===== src/rtl/pb_conditioner.sv =====
// Push-button front end: 2-FF sync, counter debounce, press/release pulses per channel.
// Auto-repeat (REPEAT state, hold counters, pb_long) is built only when PB_AUTOREPEAT_EN is defined.
module pb_conditioner #(
  parameter int                 NUM_BTN         = 7,
  parameter int                 DEBOUNCE_CYCLES = 120000,
  parameter int                 REPEAT_DELAY    = 6000000,
  parameter int                 REPEAT_PERIOD   = 1200000,
  parameter logic [NUM_BTN-1:0] REPEAT_MASK     = 7'b1111100
) (
  input  logic               clk,
  input  logic               reset,
  input  logic [NUM_BTN-1:0] pb_raw,
  output logic [NUM_BTN-1:0] pb_level,
  output logic [NUM_BTN-1:0] pb_press,
  output logic [NUM_BTN-1:0] pb_release,
  output logic [NUM_BTN-1:0] pb_long
);

  localparam int DB_W = (DEBOUNCE_CYCLES > 1) ? $clog2(DEBOUNCE_CYCLES) : 1;
  localparam logic [DB_W-1:0] DB_LAST = DB_W'(DEBOUNCE_CYCLES - 1);

  typedef enum logic [1:0] {
    IDLE   = 2'd0,
    HELD   = 2'd1,
    REPEAT = 2'd2
  } state_e;

  logic [NUM_BTN-1:0] sync1_q, sync2_q;
  logic [NUM_BTN-1:0] level_q, level_d;
  logic [DB_W-1:0]    db_cnt_q [NUM_BTN];
  logic [DB_W-1:0]    db_cnt_d [NUM_BTN];

  state_e             state_q [NUM_BTN];
  state_e             state_d [NUM_BTN];

  logic [NUM_BTN-1:0] press_q, press_d;
  logic [NUM_BTN-1:0] release_q, release_d;

  logic [NUM_BTN-1:0] toggle, rise_evt, fall_evt, rep_evt;

`ifdef PB_AUTOREPEAT_EN
  localparam int DLY_W  = (REPEAT_DELAY > 1) ? $clog2(REPEAT_DELAY) : 1;
  localparam int PER_W  = (REPEAT_PERIOD > 1) ? $clog2(REPEAT_PERIOD) : 1;
  localparam int HOLD_W = (DLY_W > PER_W) ? DLY_W : PER_W;
  localparam logic [HOLD_W-1:0] DELAY_LAST  = HOLD_W'(REPEAT_DELAY - 1);
  localparam logic [HOLD_W-1:0] PERIOD_LAST = HOLD_W'(REPEAT_PERIOD - 1);
  localparam logic [HOLD_W-1:0] HOLD_MAX    = '1;

  logic [HOLD_W-1:0]  hold_q [NUM_BTN];
  logic [HOLD_W-1:0]  hold_d [NUM_BTN];
  logic [NUM_BTN-1:0] long_q, long_d;
`else
  logic unused_repeat_cfg;
  assign unused_repeat_cfg = (|REPEAT_MASK) ^ (REPEAT_DELAY > 0) ^ (REPEAT_PERIOD > 0);
`endif

  always_ff @(posedge clk or posedge reset) begin
    if (reset) begin
      sync1_q <= '0;
      sync2_q <= '0;
      level_q <= '0;
      for (int i = 0; i < NUM_BTN; i++) begin
        db_cnt_q[i] <= '0;
      end
    end else begin
      sync1_q <= pb_raw;
      sync2_q <= sync1_q;
      level_q <= level_d;
      for (int i = 0; i < NUM_BTN; i++) begin
        db_cnt_q[i] <= db_cnt_d[i];
      end
    end
  end

  // The stable counter only runs while the synchronized input disagrees with the accepted level.
  always_comb begin
    level_d = level_q;
    for (int i = 0; i < NUM_BTN; i++) begin
      db_cnt_d[i] = '0;
      if (sync2_q[i] != level_q[i]) begin
        if (db_cnt_q[i] == DB_LAST) begin
          level_d[i] = ~level_q[i];
        end else begin
          db_cnt_d[i] = db_cnt_q[i] + 1'b1;
        end
      end
    end
  end

  assign toggle   = level_d ^ level_q;
  assign rise_evt = toggle & ~level_q;
  assign fall_evt = toggle & level_q;

`ifdef PB_AUTOREPEAT_EN
  always_comb begin
    rep_evt = '0;
    for (int i = 0; i < NUM_BTN; i++) begin
      if (state_q[i] == HELD) begin
        rep_evt[i] = REPEAT_MASK[i] && (hold_q[i] == DELAY_LAST);
      end else if (state_q[i] == REPEAT) begin
        rep_evt[i] = (hold_q[i] == PERIOD_LAST);
      end
    end
  end
`else
  assign rep_evt = '0;
`endif

  always_ff @(posedge clk or posedge reset) begin
    if (reset) begin
      for (int i = 0; i < NUM_BTN; i++) begin
        state_q[i] <= IDLE;
`ifdef PB_AUTOREPEAT_EN
        hold_q[i]  <= '0;
`endif
      end
    end else begin
      for (int i = 0; i < NUM_BTN; i++) begin
        state_q[i] <= state_d[i];
`ifdef PB_AUTOREPEAT_EN
        hold_q[i]  <= hold_d[i];
`endif
      end
    end
  end

  // A falling level always takes priority over a repeat due in the same cycle.
  always_comb begin
    for (int i = 0; i < NUM_BTN; i++) begin
      state_d[i] = state_q[i];
`ifdef PB_AUTOREPEAT_EN
      hold_d[i]  = hold_q[i];
`endif
      case (state_q[i])
        IDLE: begin
`ifdef PB_AUTOREPEAT_EN
          hold_d[i] = '0;
`endif
          if (rise_evt[i]) begin
            state_d[i] = HELD;
          end
        end
        HELD, REPEAT: begin
          if (fall_evt[i]) begin
            state_d[i] = IDLE;
`ifdef PB_AUTOREPEAT_EN
            hold_d[i]  = '0;
`endif
          end else if (rep_evt[i]) begin
            state_d[i] = REPEAT;
`ifdef PB_AUTOREPEAT_EN
            hold_d[i]  = '0;
`endif
          end else begin
`ifdef PB_AUTOREPEAT_EN
            if (hold_q[i] != HOLD_MAX) begin
              hold_d[i] = hold_q[i] + 1'b1;
            end
`endif
          end
        end
        default: begin
          state_d[i] = IDLE;
        end
      endcase
    end
  end

  always_comb begin
    press_d   = '0;
    release_d = '0;
`ifdef PB_AUTOREPEAT_EN
    long_d    = '0;
`endif
    for (int i = 0; i < NUM_BTN; i++) begin
      case (state_q[i])
        IDLE: begin
          press_d[i] = rise_evt[i];
        end
        HELD, REPEAT: begin
          release_d[i] = fall_evt[i];
          press_d[i]   = ~fall_evt[i] & rep_evt[i];
        end
        default: begin
          press_d[i] = 1'b0;
        end
      endcase
`ifdef PB_AUTOREPEAT_EN
      long_d[i] = (state_d[i] == REPEAT);
`endif
    end
  end

  always_ff @(posedge clk or posedge reset) begin
    if (reset) begin
      press_q   <= '0;
      release_q <= '0;
`ifdef PB_AUTOREPEAT_EN
      long_q    <= '0;
`endif
    end else begin
      press_q   <= press_d;
      release_q <= release_d;
`ifdef PB_AUTOREPEAT_EN
      long_q    <= long_d;
`endif
    end
  end

  assign pb_level   = level_q;
  assign pb_press   = press_q;
  assign pb_release = release_q;
`ifdef PB_AUTOREPEAT_EN
  assign pb_long    = long_q;
`else
  assign pb_long    = '0;
`endif

endmodule


===== config.mk =====
export PLATFORM = sky130hd
export DESIGN_NAME = pb_conditioner
export DESIGN_NICKNAME = d
export VERILOG_FILES = /design/src/rtl/pb_conditioner.sv
export SDC_FILE = /design/constraint.sdc
export NUM_CORES = 1
export LEC_CHECK = 0
export ABC_AREA = 1
export BUFFER_PORTS_ARGS = -buffer_cell sky130_fd_sc_hd__buf_2
export CAP_MARGIN = 25
export CORE_MARGIN = 4
export CORE_UTILIZATION = 40
export CTS_CLUSTER_DIAMETER = 200
export DETAILED_ROUTE_END_ITERATION = 16
export PLACE_DENSITY = 0.66
export SLEW_MARGIN = 20
export SYNTH_ARGS = -nofsm -noshare
export SYNTH_HDL_FRONTEND = slang
export SYNTH_SLANG_ARGS = --single-unit

===== constraint.sdc =====
create_clock -name clk -period 8.44 [get_ports clk]
set_clock_uncertainty 0.15 [all_clocks]
set_input_delay 0.422 -clock clk [delete_from_list [all_inputs] [get_ports clk]]
set_output_delay 0.422 -clock clk [all_outputs]
set_load 0.01 [all_outputs]

-- Word-level counts from Yosys, hierarchy flattened
Cells that the tools add are included.
- flip-flop bits (word level): 168
- input port bits: 9
- output and inout bits: 28
- word-level logic and storage cells: 163
- add/sub/neg operators: 7
- equality and inequality tests: 42
- muxes and demuxes: 63
- bitwise logic cells: 11
- reductions and logical operators: 21
- operator list (kind ; number):
    17-bit 2-to-1 mux ; 14
    17-bit by 1-bit adder with 17-bit output (second input constant) ; 7
    17-bit == test (second input constant) ; 7
    1-bit 2-to-1 mux ; 28
    2-bit 2-to-1 mux ; 14
    2-bit != test (second input constant) ; 14
    2-bit case mux with 2 select lines ; 7
    7-bit AND ; 2
    2-bit by 1-bit == test with 1-bit output (second input constant) ; 7
    2-bit == test (second input constant) ; 7
    2-bit logical NOT ; 7
    2-bit AND reduction ; 7
    2-bit OR reduction ; 7
    1-bit != test ; 7
    1-bit inverter ; 7
    7-bit inverter ; 1
    7-bit bitwise XOR ; 1

-- Logic depth before layout (Yosys ltp)
- depth after elaboration: 7
- depth in mapped cells: 9
- gate-level depth less buffers: 9

-- Worst setup path before layout
OpenSTA, ideal clock, no wires.
- path kind: reg-to-reg
- from: register db_cnt_q[68] (netlist name)
- to: register db_cnt_q[83] (netlist name)
- setup time: 126 ps
- arrival: 1245 ps
- required time: 8164 ps
- slack: 6919 ps
- stages on the path, launching flop included: 7
- buffers on the path: 0
- period minus slack after synthesis: 1521 ps
- cell sequence: dfrtp_1 -> ha_1 -> nand3_4 -> nor2_8 -> nand3_2 -> nand2_4 -> a21oi_2
- RTL lines (item ; RTL line ; source):
    start: declaration ; 30 ; logic [DB_W-1:0] db_cnt_q [NUM_BTN];
    start signal: indexed assignment ; 70 ; db_cnt_q[i] <= db_cnt_d[i];

==> summary.md <==
| Metric | Value |
|---|---|
| WHS | -0.01392 ns |
| Synth async-reset ratio | 1.000 |
| CP arrival | 2.00 ns |
| Top cells by area, synth | dfrtp_1 (46%), nor2_1 (12%), nand2_1 (9.9%) |
| Syn Area/Cell | 7.516 um2 |
| H-tree Lvls | 4 |
| Synth-to-layout area growth | 13.36% |
| Root Driver | clkbuf_16 |
| Clock power frac | 0.493 |
| NetSw | 370.2 uW |
| Max-slew violations | 0 |
| Max-slew headroom | 0.4335 |
| Pin count of the biggest net entering global routing | 95 |
| DRT Wirelength | 16.97 mm |
| Mapped Cells | 1155 |
| Fin crit period | 1.845 ns |
| Seq cells post-synth | 161 |
| Count leader, synth | nor2_1 |
| Crit path cell chain | nand2_1, inv_1, nor2_1, inv_1, nand2_1, nor2_1 |
| Synth area leader | dfrtp_1 |
| Placer Congestion | 0.8918 |
| Leak pwr | 0.004630 uW |
| Core region area | 21150 um2 |
| Crit. End Element | register |
| Pre-Repair DR Iteration Count | 5 |
| Post-route ant nets | 0 |
| Maximum vdd ir drop | 109.9 uV |
| Final Cycle Share | 0.2187 |
| Comb pwr share | 0.032 |
| Crit-path max FO | 11 |
| Initial core utilization | 0.4104 |
| PortBufs | 29 |
| WL/cell | 11.36 um |
| Seq pwr share | 0.475 |
| Setup TNS Final | 0 ns |
| RSZ-0062 raised after global routing | no |
| DRT iter0 DRCs | 457 |
| Clock Tree Buf Depth | 2 |
| Clock Sink Count | 161 |
| Share of post-route cells with drive strength above 1 | 0.1157 |
| Register area share after synthesis | 0.4641 |
| Vias in the first global route | 6653 |
| Io pins | 37 |
| Total GRT Usage | 0.1496 |
| HP Class | input port to asynchronous set/reset pin |
| Crit path required time | 8.59 ns |
| Post-cts sizing count | 0 |
| Top cells by count, synth | nor2_1 (266), nand2_1 (230), dfrtp_1 (161), inv_1 (155), nand3_1 (106) |
| Status | finished, violations left |
| Critical Path Max Stage Delay | 0.62 ns |
| CP Launch Type | register |
| Warnings, synthesis | 0 |
| Number of flops mapped to enable cells by yosys | 0 |
| Die height | 155.3 um |
| Worst-margin pin slew | 0.8498 ns |
| Vias | 7068 |
| Failing checks | negative hold slack |
| Synth Cell Area | 8681 um2 |
| CTS tree | built |
| Nets | 1222 |
| Initial antenna violation count | 0 |
| Drt drc | 0 |
| Avg Vias per Cell | 4.731 |
| N_diodes | 0 |
| Critical path's slowest cell | nor2_1 |
| Final hold vios | 5 |
| FMAX | 541.9 MHz |
| Post-DP HPWL | 12.13 mm |
| Grt ovf | 0 |
| Max-Cap Viols | 0 |
| Clk slew on worst S/H paths | 0.07 ns |
| CTS buffer count | 17 |
| Yosys cell types | 32 |
| Fin util | 0.4652 |
| Rows | 53 |
| Clock latency on the worst-skew pair | 0.42 ns |
| Area share of the largest cell type after synthesis | 0.4641 |
| Pwr Density | 169.4 nW/um2 |
| First-pass GRT wire length | 30.18 mm |
| Kind of critical path | register to register |
| Final setup fails | 0 |
| Top_reg_cell synth | dfrtp_1 |
| Cell internal pwr | 1297 uW |
| Switching share of total power | 0.2221 |
| Chip Width | 155.3 um |
| Die Area | 24120 um2 |
repair_timing:
| action | CTS | global route |
|---|---|---|
| endpoints found under the hold margin | 7 | 0 |
| hold buffers | 7 | 0 |
| setup buffers | 0 | 0 |
power groups by stage:
| stage | sequential [uW] | combinational, uW | clock, uW |
|---|---|---|---|
| global route | 793 | 63.1 | 880 |
| floorplan | 804 | 40.5 | 0 |
| detailed placement | 806 | 52.4 | 0 |
| CTS | 792 | 55.2 | 849 |
| finish | 792 | 52.6 | 822 |
| global placement | 806 | 51.7 | 0 |
state kept, by name, indices dropped and copies added, names as in the netlist:
register,flops
db_cnt_q,119
pb_level,7
pb_press,7
pb_release,7
state_q,7
sync1_q,7
sync2_q,7
metrics by stage:
step	setup slack (ns)	hold WS [ns]	instances	total power (uW)	cell area, um2
after floorplan	3.520	0.1812	1161	844.6	8703
after global placement	6.188	0.1815	1455	857.2	9135
after detailed placement	6.180	0.1858	1455	858.5	9135
after CTS	6.561	0.04407	1494	1696	9841
after global routing	6.389	0.06310	1494	1736	9841
final	6.595	-0.01392	1494	1667	9841
kinds of logic (layout without fill, tap and decap cells):
family | after synthesis | count (layout) | synth area share
buf+inv | 176 | 234 | 0.07942
flops | 161 | 161 | 0.4641
compound gates | 32 | 32 | 0.01960
fa+ha+maj | 7 | 7 | 0.01009
xor+xnor | 48 | 48 | 0.04843
other cells | 1 | 7 | 0.0004320
simple gates | 730 | 730 | 0.3779
routing by layer:
layer,vias up,global-route usage,share of wire
met5,-,0,0
met4,0,0.04335,0.012
met3,17,0.03449,0.037
met2,118,0.2398,0.46
met1,3249,0.2040,0.49
li1,3684,-,-
worst paths after layout:
check / startpoint / end / slack, ns / cells past startpoint
worst max register to register: pb_level[3] / db_cnt_q[54] / 6.59 / 6
max in group asynchronous: reset / pb_press[4] / 6.75 / 3
worst max-delay path: pb_level[3] / db_cnt_q[54] / 6.59 / 6
worst min-delay path: reset / db_cnt_q[15] / -0.01 / 2
min in group clk: sync1_q[4] / sync2_q[4] / 0.20 / 0
worst min register to register: sync1_q[4] / sync2_q[4] / 0.20 / 0
area by class of cell:
class,instances,area (um2)
Multi-Input combinational cell,824,3985
Fill cell,2082,11310
Sequential cell,161,4029
Inverter,165,624.3
Clock buffer,17,425.4
Tap cell,275,344.1
Clock inverter,15,210.2
Timing Repair Buffer,37,222.7
placed cells by master, fill, tap and decap left out, types with 3 or more instances in the layout:
cell type,instances
a21oi_1,9
buf_2,29
bufinv_16,4
clkbuf_16,17
clkinv_4,4
clkinvlp_4,3
conb_1,7
dfrtp_1,161
dlygate4sd3_1,7
ha_1,7
inv_1,154
inv_2,9
nand2_1,230
nand2_2,18
nand3_1,106
nand3_2,9
nand3b_1,4
nand4_1,29
nor2_1,266
nor2_2,27
nor2_4,7
nor3_1,26
nor3_2,4
o21ai_0,8
o21ai_1,11
xnor2_1,14
xor2_1,34
critical path, delay by kind of cell, from the launching register on:
family | cells | cell delay (ns)
DFF | 1 | 0.40
buffers and inverters | 2 | 0.19
and+or+nand+nor | 4 | 0.99
Note: power is estimated with default switching activity, not from simulation.
